<file path="config.mk">
export PLATFORM = sky130hd
export DESIGN_NAME = cdb_arbiter
export DESIGN_NICKNAME = d
export VERILOG_FILES = /design/src/rtl/cdb_arbiter_pkg.sv /design/src/rtl/cdb_arbiter_rr.sv /design/src/rtl/cdb_arbiter.sv
export SDC_FILE = /design/constraint.sdc
export NUM_CORES = 1
export LEC_CHECK = 0
export ABC_AREA = 0
export CORE_AREA = 2 2 117 119
export CTS_CLUSTER_SIZE = 20
export DETAILED_ROUTE_END_ITERATION = 12
export DIE_AREA = 0 0 119 121
export PLACE_DENSITY = 0.69
export SYNTH_ARGS = -nofsm -noshare
export SYNTH_HDL_FRONTEND = slang
export SYNTH_HIERARCHICAL = 1
export SYNTH_SLANG_ARGS = --single-unit
</file>
<file path="constraint.sdc">
create_clock -name clk -period 2.8 [get_ports clk]
set_input_delay 0.56 -clock clk [delete_from_list [all_inputs] [get_ports clk]]
set_output_delay 0.56 -clock clk [all_outputs]
set_load 0.03 [all_outputs]
</file>
<file path="src/rtl/cdb_arbiter_pkg.sv">
// Shared types for the common data bus: result value, ROB address and the
// completed-op cell that execution units hand to the retire stage.
package cdb_arbiter_pkg;

    // System-wide number of execution units sharing the CDB write path.
    localparam int CDB_NUM_REQ = 4;

    localparam int XLEN   = 32;
    localparam int ROB_AW = 6;
    localparam int PRF_AW = 7;

    typedef logic [XLEN-1:0]   phy_rf_data_t;
    typedef logic [ROB_AW-1:0] rob_addr_t;
    typedef logic [PRF_AW-1:0] phy_reg_t;

    // optype[0] doubles as the valid bit on the retire-side interface.
    typedef struct packed {
        logic [3:0] optype;
        logic [7:0] opcode;
    } uop_t;

    typedef struct packed {
        uop_t      op;
        rob_addr_t rob_addr;
        phy_reg_t  dest;
    } res_st_cell_t;

    // Validity on the output comes only from the grant, never from the
    // producer's own optype bit.
    function automatic res_st_cell_t mark_valid(input res_st_cell_t c);
        res_st_cell_t r;
        r              = c;
        r.op.optype[0] = 1'b1;
        return r;
    endfunction

endpackage

</file>
<file path="src/rtl/cdb_arbiter_rr.sv">
// Combinational round-robin grant: first requester at or after ptr in
// circular order, found by masking a doubled request vector so the wrap
// needs no special case.
module rr_arbiter #(
    parameter int N = 4,
    localparam int IW = (N > 1) ? $clog2(N) : 1
) (
    input  logic [N-1:0]  req,
    input  logic [IW-1:0] ptr,
    input  logic          en,
    output logic [N-1:0]  gnt,
    output logic [IW-1:0] gnt_idx,
    output logic          gnt_any
);

    logic [2*N-1:0] req2;
    logic [2*N-1:0] mask;
    logic [2*N-1:0] masked;

    // Lowest set bit of the masked doubled vector; upper copy covers the wrap.
    always_comb begin
        logic          found;
        logic [IW-1:0] sel;
        req2    = {req, req};
        mask    = {(2*N){1'b1}} << ptr;
        masked  = req2 & mask;
        found   = 1'b0;
        sel     = '0;
        gnt     = '0;
        gnt_idx = '0;
        gnt_any = 1'b0;
        for (int k = 0; k < 2*N; k++) begin
            if (masked[k] && !found) begin
                found = 1'b1;
                sel   = IW'((k >= N) ? (k - N) : k);
            end
        end
        if (en && found) begin
            gnt_any  = 1'b1;
            gnt_idx  = sel;
            gnt[sel] = 1'b1;
        end
    end

endmodule

</file>
<file path="src/rtl/cdb_arbiter.sv">
// Common data bus arbiter: picks one completed result per cycle in
// round-robin order and registers it toward the retire stage.
module cdb_arbiter
    import cdb_arbiter_pkg::*;
#(
    parameter int NUM_REQ = CDB_NUM_REQ
) (
    input  logic                         clk,
    input  logic                         rst_n,
    input  logic         [NUM_REQ-1:0]   req_valid,
    input  res_st_cell_t [NUM_REQ-1:0]   req_op,
    input  phy_rf_data_t [NUM_REQ-1:0]   req_value,
    output logic         [NUM_REQ-1:0]   req_ready,
    input  logic                         out_stall,
    output res_st_cell_t                 out_op,
    output phy_rf_data_t                 out_value,
    output logic [$clog2(NUM_REQ)-1:0]   out_src
);

    localparam int IW = $clog2(NUM_REQ);

    logic [IW-1:0] rr_ptr_q, rr_ptr_d;
    res_st_cell_t  out_op_q, out_op_d;
    phy_rf_data_t  out_value_q, out_value_d;
    logic [IW-1:0] out_src_q, out_src_d;

    logic               arb_en;
    logic [NUM_REQ-1:0] gnt;
    logic [IW-1:0]      gnt_idx;
    logic               gnt_any;

    // No grant while stalled or held in reset, so producers keep their request.
    assign arb_en = !out_stall && rst_n;

    rr_arbiter #(.N(NUM_REQ)) u_rr (
        .req     (req_valid),
        .ptr     (rr_ptr_q),
        .en      (arb_en),
        .gnt     (gnt),
        .gnt_idx (gnt_idx),
        .gnt_any (gnt_any)
    );

    assign req_ready = gnt;

    // Next output is the granted result or a bubble; pointer moves past the winner.
    always_comb begin
        out_op_d    = '0;
        out_value_d = '0;
        out_src_d   = '0;
        rr_ptr_d    = rr_ptr_q;
        if (gnt_any) begin
            out_op_d    = mark_valid(req_op[gnt_idx]);
            out_value_d = req_value[gnt_idx];
            out_src_d   = gnt_idx;
            rr_ptr_d    = (gnt_idx == IW'(NUM_REQ - 1)) ? '0 : gnt_idx + IW'(1);
        end
    end

    // Pointer and output register; reset discards any in-flight result.
    always_ff @(posedge clk or negedge rst_n) begin
        if (!rst_n) begin
            rr_ptr_q    <= '0;
            out_op_q    <= '0;
            out_value_q <= '0;
            out_src_q   <= '0;
        end else begin
            rr_ptr_q    <= rr_ptr_d;
            out_op_q    <= out_op_d;
            out_value_q <= out_value_d;
            out_src_q   <= out_src_d;
        end
    end

    assign out_op    = out_op_q;
    assign out_value = out_value_q;
    assign out_src   = out_src_q;

endmodule

</file>
==> metrics.txt <==
most common cell in the netlist=mux2i_1; worst slew pin tran=between 0.8 and 0.9 ns; I/O Pins=298; CP endpoint kind=output pin; Post-DP Area=6690 um^2; Final WS setup=0.114 ns; CTS max path bufs=2; Root Driver=clkbuf_16; post-route DRC violation count=0; H-tree depth=3; CP Max Fanout=4; status=complete, no violations; Max VDD drop=~0.20 mV; initial antenna violation count=0; Synth top cells by count=mux2i_1, dfrtp_1, o22ai_1; Site Rows=42; core region area=13100 um^2; Critical Path AT=~2.1 ns; prevailing post-synth register cell=dfrtp_1; sequential area share after synthesis=~44%; number of port buffers=between 200 and 300; Hold Path Class=input port to async pin; largest net degree at the start of global routing=between 60 and 70; worst r2r path cells=8; Post-Synthesis Cells=~280; WP data required=about 2.2 ns; via count=3531; Multi-input gate area=1670 um^2; CTS Buf Count=9; Max Freq=0.372 GHz; final instance area=around 7000 um^2; clock sink count=61; Pleak=2.74 nW; EDFF count, synth=0; die width=~120 um; syn nets=520; Synth area leaders=dfrtp_1, mux2i_1, o22ai_1; reg-to-reg startpoint=rr_ptr_q[1]; post-synth top area share=about 44%; Area Growth Syn to Fin=102%; R2R Path End=out_value[19]; final antenna-violating net count=0; Synth Warn #=6; gpl congestion=between 0.8 and 0.9; Hold Vio Cnt, Final=0; internal reg-to-reg setup slack=about 0.45 ns; Layout Utilization=53.4%; worst skew pair latency=~0.32 ns; worst rel slew slack=between 40% and 50%; HPWL after DPL=about 11000 um; routed len/inst=~18 um; setup TNS=0 ns; global-route wire length before repair=~20000 um; TritonCTS clock tree=built; number of global-route vias before repair=between 3000 and 4000; count of final max-slew check failures=0; worst slack, placed=-0.345 ns; flops & latches, synth=roughly 60; Initial Util=26.5%; drt total wl=between 10000 and 15000 um; WS Path Type=input port to output pin; die area=between 10000 and 15000 um^2; vias per inst=between 4 and 5; Pwr Density=around 420 nW/um^2; diodes inserted=0; Yosys cell types=28; max_cap viols=0; GRT Total Usage=a little under a fifth; Reg area=around 1500 um^2; CP startpoint kind=input port; CTS Hold Bufs=0; Design Power=between 2 and 3 mW; asr flop ratio synth=between 90% and 100%; drt pass-1 iters=4; RSZ-0062 raised after global routing=no; period utilisation layout=a little over nine tenths; DRT iter0 DRCs=roughly 100; syn avg cell area=approximately 12 um^2; dominant cell type by area after synthesis=dfrtp_1; endpoints failing setup=0; fin nets=about 830; gr ovfl total=0; die height=~120 um; Min Clock Period, post-route=between 2 and 3 ns; Post-Syn Area=roughly 3500 um^2; Clock Skew=a little under 0.005 ns; Reg clk slew, reported paths=about 0.050 ns; Critical Path Start=req_valid[2]; fill count=1122; fraction of layout cells with a size suffix above 1=10.3%
[metrics by stage]
step           instances  hold slack [ns]
2_1_floorplan        284            0.264
3_3_place_gp         761            0.556
3_5_place_dp         761            0.569
4_1_cts              777            0.532
5_1_grt              777            0.572
6_report             777            0.511
[worst max-delay path by stage]
stage               slack (ns)           end
global placement         -0.32  req_ready[0]
detailed placement       -0.34  req_ready[0]
global route              0.05  req_ready[2]
CTS                      0.007  req_ready[2]
floorplan                 0.31  req_ready[3]
finish                    0.11  req_ready[2]
[per-layer routing]
metal | up-vias | track usage [%] | wire length, um
met2 | 159 | 34.6 | 7200
met4 | 0 | 7.66 | 323
met5 | - | 0 | 0
met3 | 21 | 4.75 | 943
li1 | 1705 | - | -
met1 | 1646 | 19.7 | 5150
[cell usage in the layout, fill, tap and decap left out, drive strengths merged, types with 3 or more instances in the layout]
master and count:
nor2 3, nand2b 3, clkbuf 11, inv 5, mux2i 112, dfrtp 61
o22ai 58, clkinv 4, clkdlybuf4s50 285, buf 36
[cell type report]
| type | count | share of cell area (%) |
|---|---|---|
| clock inverters | 5 | 0.716 |
| inverters | 5 | 0.269 |
| multi-input cells | 193 | 23.9 |
| repair buffers | 326 | 46.7 |
| well taps | 176 | 3.15 |
| clock buffers | 11 | 3.47 |
| flip-flops and latches | 61 | 21.8 |
[critical path: stages]
cell	delay, ns
clkdlybuf4s50_1	0.53
o22ai_1	0.10
or4_4	0.45
buf_4	0.16
nor3b_2	0.15
buf_4	0.18
[sequential cells by signal, summed over array words and instances, names as in the netlist]
| name | flops |
|---|---|
| rr_ptr_q | 2 |
| out_value | 32 |
| out_src | 2 |
| out_op | 25 |
[timing repair]
item,in CTS,in global routing
buffers inserted,0,0
setup endpoints to repair,4,4
pin swaps,0,0
gates cloned,0,0
resized for setup,8,3
[cells by family (layout without fill, tap and decap cells)]
family	Yosys count	in the layout	share of synthesized area (%)
flip-flops	61	61	44.1
AND/OR/NAND/NOR	17	17	3.11
adder cells (fa/ha/maj)	1	1	0.361
buffers and inverters	30	347	8.24
multiplexers	113	113	32.7
AO/OA/AOI/OAI	62	62	11.5
[where the power goes]
part	internal (mW)	switching [mW]	total [mW]
logic	0.524	0.346	0.869
clock network	0.706	0.382	1.09
registers	0.933	0.0194	0.953
Power figures use the tool's default switching activity.
